`config.mk`:
```
export PLATFORM = sky130hd
export DESIGN_NAME = pipe_stage_buf
export DESIGN_NICKNAME = d
export VERILOG_FILES = /design/src/rtl/pipe_stage_buf.sv
export SDC_FILE = /design/constraint.sdc
export NUM_CORES = 1
export LEC_CHECK = 0
export CAP_MARGIN = 20
export CORE_UTILIZATION = 44
export CTS_BUF_LIST = sky130_fd_sc_hd__clkbuf_8
export CTS_CLUSTER_DIAMETER = 200
export DETAILED_ROUTE_END_ITERATION = 10
export HOLD_SLACK_MARGIN = 0.1
export PLACE_DENSITY = 0.79
export SLEW_MARGIN = 20
export SYNTH_ARGS = -nofsm -noshare
export SYNTH_HDL_FRONTEND = slang
export SYNTH_SLANG_ARGS = --single-unit
```
`constraint.sdc`:
```
create_clock -name clk -period 3.5 [get_ports clk]
set_input_delay 0.35 -clock clk [delete_from_list [all_inputs] [get_ports clk]]
set_output_delay 0.35 -clock clk [all_outputs]
set_load 0.05 [all_outputs]
```
`src/rtl/pipe_stage_buf.sv`:
```
// rtl/pipe_stage_buf.sv - multi-entry valid/allowin stage buffer with flush
//
// Purpose:
//   FIFO-ordered buffer of DEPTH x BUS_W entries placed between two pipeline
//   stages. It keeps accepting from upstream while downstream stalls, until it
//   is full. A flush (wb_ex | wb_ertn) drops every entry. DEPTH=1 behaves like
//   the classic single stage latch.
//
// Optional feature:
//   PIPE_STAGE_BUF_BYPASS_EN - when defined, an empty buffer presents in_bus
//   on out_bus in the same cycle (0-cycle latency). If downstream takes it,
//   the entry is never stored.
//
// Ports:
//   clk          in   clock, all state updates on posedge
//   reset        in   synchronous, active-high reset
//   in_valid     in   upstream bus valid
//   in_bus       in   upstream payload [BUS_W]
//   allowin      out  buffer accepts in_bus this cycle
//   out_valid    out  head entry valid for downstream
//   out_bus      out  head entry payload [BUS_W]
//   out_allowin  in   downstream accepts the head this cycle
//   flush        in   discard all entries
//   count        out  current occupancy [$clog2(DEPTH+1)]

module pipe_stage_buf #(
  parameter int BUS_W = 64,
  parameter int DEPTH = 2
) (
  input  logic                       clk,
  input  logic                       reset,
  input  logic                       in_valid,
  input  logic [BUS_W-1:0]           in_bus,
  output logic                       allowin,
  output logic                       out_valid,
  output logic [BUS_W-1:0]           out_bus,
  input  logic                       out_allowin,
  input  logic                       flush,
  output logic [$clog2(DEPTH+1)-1:0] count
);

  localparam int CNT_W = $clog2(DEPTH + 1);
  localparam int PTR_W = (DEPTH > 1) ? $clog2(DEPTH) : 1;
  localparam logic [PTR_W-1:0] LAST_PTR = PTR_W'(DEPTH - 1);
  localparam logic [CNT_W-1:0] FULL_CNT = CNT_W'(DEPTH);

  // Entry storage is intentionally not reset.
  logic [BUS_W-1:0] mem_q [DEPTH];

  logic [PTR_W-1:0] wr_ptr_q, wr_ptr_d;
  logic [PTR_W-1:0] rd_ptr_q, rd_ptr_d;
  logic [CNT_W-1:0] count_q, count_d;

  logic empty;
  logic bypass;     // head is taken straight from in_bus this cycle
  logic pass_thru;  // bypassed entry consumed downstream, never stored
  logic pop;
  logic push;
  logic store;      // push that lands in storage
  logic deq;        // pop that removes a stored entry

  // Pointers wrap at DEPTH-1, so DEPTH need not be a power of two.
  function automatic logic [PTR_W-1:0] ptr_inc(input logic [PTR_W-1:0] p);
    return (p == LAST_PTR) ? '0 : p + PTR_W'(1);
  endfunction

  always_comb begin
    empty = (count_q == '0);

`ifdef PIPE_STAGE_BUF_BYPASS_EN
    bypass    = ~reset & ~flush & empty & in_valid;
    out_valid = ~reset & ~flush & (~empty | in_valid);
    out_bus   = bypass ? in_bus : mem_q[rd_ptr_q];
`else
    bypass    = 1'b0;
    out_valid = ~reset & ~flush & ~empty;
    out_bus   = mem_q[rd_ptr_q];
`endif

    pop       = out_valid & out_allowin;
    // A full buffer still accepts when the head leaves in the same cycle.
    allowin   = ~reset & ((count_q < FULL_CNT) | pop);
    push      = in_valid & allowin & ~flush;
    pass_thru = bypass & out_allowin;
    store     = push & ~pass_thru;
    deq       = pop & ~pass_thru;
  end

  always_comb begin
    wr_ptr_d = wr_ptr_q;
    rd_ptr_d = rd_ptr_q;
    count_d  = count_q;

    if (reset || flush) begin
      wr_ptr_d = '0;
      rd_ptr_d = '0;
      count_d  = '0;
    end else begin
      if (store) wr_ptr_d = ptr_inc(wr_ptr_q);
      if (deq)   rd_ptr_d = ptr_inc(rd_ptr_q);
      case ({store, deq})
        2'b10:   count_d = count_q + CNT_W'(1);
        2'b01:   count_d = count_q - CNT_W'(1);
        default: count_d = count_q;
      endcase
    end
  end

  always_ff @(posedge clk) begin
    if (reset) begin
      wr_ptr_q <= '0;
      rd_ptr_q <= '0;
      count_q  <= '0;
    end else begin
      wr_ptr_q <= wr_ptr_d;
      rd_ptr_q <= rd_ptr_d;
      count_q  <= count_d;
    end
  end

  // store is already low during reset and flush.
  always_ff @(posedge clk) begin
    if (store) mem_q[wr_ptr_q] <= in_bus;
  end

  assign count = count_q;

endmodule

```
==> metrics, run 1 <==
vias per cell 4.88; total setup buffers inserted after CTS 0; syn avg cell area 21.1 um2; Core Area 10800 um2; initial antenna violation count 0; WL/cell 16.3 um; Clock Skew 0.00839 ns; Non-Filler Instances 530; PostCTS Resize Cnt 0; layout cells sized above 1 0.238; vias 2588; register area 3950 um2; gr ovfl total 0; Post-Synthesis Cells 231; final setup TNS 0 ns; Period Utilization, post-route 0.739; Static Leak 0.00221 uW; area of the multi-input gates 878 um2; met2 wire len 4390 um; # diodes 0; Post-Syn Nets 301; combinational cell fraction of total power 0.085; port buffer count 136; Peak Freq 387 MHz; total track usage 0.158; Clock Latency Late Sink 0.42 ns; largest net degree at the start of global routing 65; Worst Path Max Fanout 64; slew margin rel. 0.653; placed cells 502; Mapped Area 4870 um2; synthesized flop and latch total 133; switching share of power 0.208; htree depth 4; final setup fails 0; power per cell area 467 nW/um2; CP Launch Type flop; NetSw 656 uW; VDD IR-drop max 0.203 mV; I/O Pins 137; Area Growth Syn to Fin 38.8%; pre-CTS WS 0.995 ns; Num Clock Sinks 133; Clock Tree Root clkbuf_8; Highest Signal Layer met4; most common cell after layout, fill and taps aside clkdlybuf4s50_1; Detailed Place HPWL 5380 um; hold_buf cts 0; filler cell count 808; wl on met1 3560 um; crit-path cells buf_12 -> mux2_2 -> clkdlybuf4s50_1; distinct cell type count of the synthesized netlist 18; Pre-antenna DRT Iters 4; Die Width 107 um; row count 38; clk buf depth 2; final WL 8650 um; status finished, final reports clean; Max-Cap Viols 0; Die Ht 107 um; Hold WC Path Type primary input to flop; Slew Viols, Final 0; CTS tree yes; gp weighted congestion 0.679; Starting Density 0.451; final routed DRC violation total 0; critical path data required time 3.15 ns; Worst-Margin Slew 0.519 ns; final hold violation count 0; met3 wire length 615 um; power share of the sequential group 0.565; Worst Path Arrival 2.24 ns; crit path capture type primary output; Clk pwr share 0.350; remaining antenna violation count 0; CP peak stage delay 0.70 ns; yosys warns 0; vias in the first global route 2748; RSZ-0062 raised after global routing false; Worst path slowest cell clkdlybuf4s50_1; Pint 2500 uW; Final #Nets 451; most frequent cells in the layout clkdlybuf4s50_1, edfxtp_1, mux2_2; Iteration-0 DRC Markers 118; fin crit period 2.59 ns; first-pass GRT wire length 13400 um; Die ar. 11500 um2; Worst Slack Setup Final 0.914 ns; cts bufs inserted 17; critical path class flop to primary output; sequential area share after synthesis 0.810; Clock Pin Slew Worst Setup and Hold Paths 0.07 ns
==> layer usage <==
| layer | track usage | vias to the layer above |
|---|---|---|
| met5 | 0 | - |
| met4 | 0.0646 | 0 |
| met3 | 0.0596 | 10 |
| met2 | 0.261 | 103 |
| met1 | 0.186 | 1272 |
| li1 | - | 1203 |
==> metrics by stage <==
| step | cell area, um2 | total power, uW | hold WS, ns | utilization |
|---|---|---|---|---|
| 2_1_floorplan | 4870 | 1940 | 0.449 | - |
| 3_3_place_gp | 6420 | 2080 | 0.499 | 0.595 |
| 3_5_place_dp | 6420 | 2090 | 0.515 | 0.595 |
| 4_1_cts | 6760 | 3190 | 0.474 | 0.626 |
| 5_1_grt | 6760 | 3270 | 0.480 | 0.626 |
| 6_report | 6760 | 3150 | 0.508 | 0.626 |
==> worst max-delay path, delay by kind of cell, from the launching register on <==
kind / cells / cell delay [ns]
mux: 1 / 0.40
flops: 1 / 0.34
buf+inv: 2 / 0.98
==> state kept, by name, summed over array words and instances, names as in the netlist, named ones only <==
signal	count
rd_ptr_q	1
mem_q	128
wr_ptr_q	1
count	2
==> final timing paths <==
path              startpoint          end  slack (ns)  cells after the start
setup / recovery        flop  out_bus[44]        0.91                      3
hold / removal     in_bus[5]  mem_q[1][5]        0.51                      1
setup reg to reg    count[1]     count[1]        1.72                      5
hold reg to reg     rd_ptr_q     rd_ptr_q        0.53                      2
==> power groups by stage <==
stage	Clock, uW	Sequential, uW	Combinational, uW
2_1_floorplan	0	1820	123
3_3_place_gp	0	1810	264
3_5_place_dp	0	1820	268
4_1_cts	1140	1780	270
5_1_grt	1200	1780	280
6_report	1100	1780	268
==> cell usage after synthesis <==
master	n	share of area
mux2_2	64	0.15
xnor2_1	1	0.0018
nor2_1	8	0.0062
or3_1	1	0.0013
nand3_1	2	0.0021
o21ai_0	2	0.0021
buf_2	2	0.0021
xor2_1	2	0.0036
edfxtp_1	128	0.79
a21oi_1	3	0.0031
ha_1	1	0.0026
inv_1	1	0.00077
nand2b_1	2	0.0026
and2_1	1	0.0013
dfxtp_1	5	0.021
buf_4	6	0.0093
or2_2	1	0.0013
a21o_1	1	0.0015
==> final cells by class <==
cell class / instances / share of cell area
sequential: 133 / 0.584
timing repair buffer: 139 / 0.210
multi-input combinational: 89 / 0.130
clock buffer: 17 / 0.0346
tap: 140 / 0.0259
clock inverter: 11 / 0.0144
inverter: 1 / 0.000556
==> cells by family after synthesis <==
group,share of synthesized area
DFF,0.810
muxes,0.148
and+or+nand+nor,0.0147
buffers and inverters,0.0121
AOI/OAI and AO/OA,0.00669
xor gates and xnor gates,0.00540
adders and majority gates,0.00257
(Power assumes the default switching activity.)
==> run 2: changes to the inputs <==
==> constraint.sdc (replaced) <==
create_clock -name clk -period 2.3 [get_ports clk]
set_input_delay 0.23 -clock clk [delete_from_list [all_inputs] [get_ports clk]]
set_output_delay 0.23 -clock clk [all_outputs]
set_load 0.05 [all_outputs]
==> run 2 against run 1 <==
  * Via count down 0.85%
  * Combinational power is 50% higher
  * Global-route usage down 0.58 points
  * Critical endpoint is now out_bus[51]
  * Die area is the same
  * Final cell count grew 1.5%
  * Sequential share of layout area is 0.25 points higher
  * Count of clock-buffer cells in the layout stayed put
  * Hold slack worse by 0.12 ns
  * Sequential cell count unchanged
  * Clock skew up 0.0024 ns
==> metrics, run 2 (synthesis results as in run 1) <==
status finished, final reports clean; Clock Skew 0.0108 ns (+0.00244 ns); final setup fails 0 (unchanged); beginning of the worst hold path in_bus[13]; PostCTS Resize Cnt 0 (unchanged); row count 38 (unchanged); vias in the first global route 2618 (-4.7%); Final #Nets 455 (+0.89%); critical path class flop to primary output; Worst Path Max Fanout 37 (-42%); Hold WC Path Type primary input to flop; Static Leak 0.00232 uW (+4.9%); final setup TNS 0 ns (unchanged); Cell Area, Placed 6300 um2 (-1.9%); final WL 8590 um (-0.72%); cts bufs inserted 17 (unchanged); # diodes 0 (unchanged); Max-Cap Viols 0 (unchanged); Pwr Total 5140 uW (+63%); Die Ht 107 um (unchanged); most common cell after layout, fill and taps aside edfxtp_1; htree depth 4 (unchanged); Core Area 10800 um2 (unchanged); total setup buffers inserted after CTS 0 (unchanged); Clock Latency Late Sink 0.42 ns (about the same); Worst Hold End mem_q[0][13]; port buffer count 136 (unchanged); hold_buf cts 0 (unchanged); layout cells sized above 1 0.430 (+0.191); Hold Path Depth 1 (unchanged); gp weighted congestion 0.688 (+1.3%); filler cell count 780 (-3.5%); fin crit period 2.02 ns; vias per cell 4.77 (-2.3%); Iteration-0 DRC Markers 91 (-23%); most frequent cells in the layout edfxtp_1, clkdlybuf4s50_1, buf_4; post-route cell area 6730 um2 (-0.43%); Num Clock Sinks 133 (unchanged); VDD IR-drop max 0.456 mV (+120%); Die ar. 11500 um2 (unchanged); Largest register FFs 128 (unchanged); Peak Freq 495 MHz; I/O Pins 137 (unchanged); final routed DRC violation total 0 (unchanged); Clock Pin Slew Worst Setup and Hold Paths 0.08 ns (about the same); Clock Tree Root clkbuf_8; total track usage 0.152 (-0.00581); vias 2566 (-0.85%); first-pass GRT wire length 12700 um (-5.0%); initial antenna violation count 0 (unchanged); slew margin rel. 0.663 (+0.0108); final hold violation count 0 (unchanged); CTS tree yes; clk buf depth 2 (unchanged); Worst-Margin Slew 0.503 ns (-0.0161 ns); largest net degree at the start of global routing 38 (-42%); CP Launch Type flop; WL/cell 16.0 um (-2.2%); Register-to-Register Path Depth 6 (+1); Period Utilization, post-route 0.878; Die Width 107 um (unchanged); critical path data required time 2.07 ns (-1.08 ns); Starting Density 0.451 (unchanged); remaining antenna violation count 0 (unchanged); Most flops, register mem_q; R2R setup slack 0.73 ns (-0.99 ns); crit path capture type primary output; Detailed Place HPWL 5610 um (+4.4%); FF-to-FF End count[1]; Worst Path Arrival 1.79 ns (-0.45 ns); reg2reg start count[1]; Area Growth Syn to Fin 38.2%; Slew Viols, Final 0 (unchanged); Pre-antenna DRT Iters 4 (unchanged); gr ovfl total 0 (unchanged); RSZ-0062 raised after global routing false; power per cell area 764 nW/um2 (+64%)
-- run 2: cell count changes in the layout (fill, tap and decap cells not counted), moves of 2 or more --
cell,previous run,this run
clkinv_4,0,2
bufinv_16,2,4
clkdlybuf4s50_1,136,70
clkinv_1,4,2
buf_4,0,69
clkinvlp_4,0,4
-- run 2: worst max path at each step --
stage	endpoint	slack, ns	cells after the start
after floorplan	mem_q[0][0]	-0.65	3
after global placement	count[1]	0.25	7
after detailed placement	count[1]	0.20	7
after CTS	out_bus[51]	0.23	3
after global routing	out_bus[51]	0.16	3
final	out_bus[51]	0.28	3
-- run 2: through the flow --
stage	hold WS [ns]	setup slack (ns)	cells	util
floorplan	0.329	-0.655	231	-
global placement	0.508	0.251	506	0.584
detailed placement	0.509	0.196	506	0.584
CTS	0.358	0.226	538	0.623
global route	0.352	0.162	538	0.623
finish	0.387	0.280	538	0.623
-- run 2: routing by layer --
| layer | global-route usage | wire length (um) |
|---|---|---|
| met5 | 0 | 0 |
| met4 | 0.0616 | 99 |
| met3 | 0.0571 | 559 |
| met2 | 0.254 | 4420 |
| met1 | 0.176 | 3500 |
-- run 2: layout make-up --
class / instances / area [um2] / area share
Inverter: 1 / 3.75 / 0.000558
Timing Repair Buffer: 143 / 1300 / 0.193
Tap cell: 140 / 175 / 0.0260
Clock buffer: 17 / 234 / 0.0348
Clock inverter: 15 / 189 / 0.0281
Sequential cell: 133 / 3950 / 0.586
Multi-Input combinational cell: 89 / 881 / 0.131
-- run 2: power by group --
group,switching (uW),internal (uW)
Clock,863,1170
Combinational,217,184
Sequential,9.99,2700
Total,1090,4050
-- run 2: critical path, cell delays in order, from the launching register on --
cell and delay, ns:
dfxtp_2 0.34, buf_4 0.42, mux2_2 0.41, buf_4 0.19
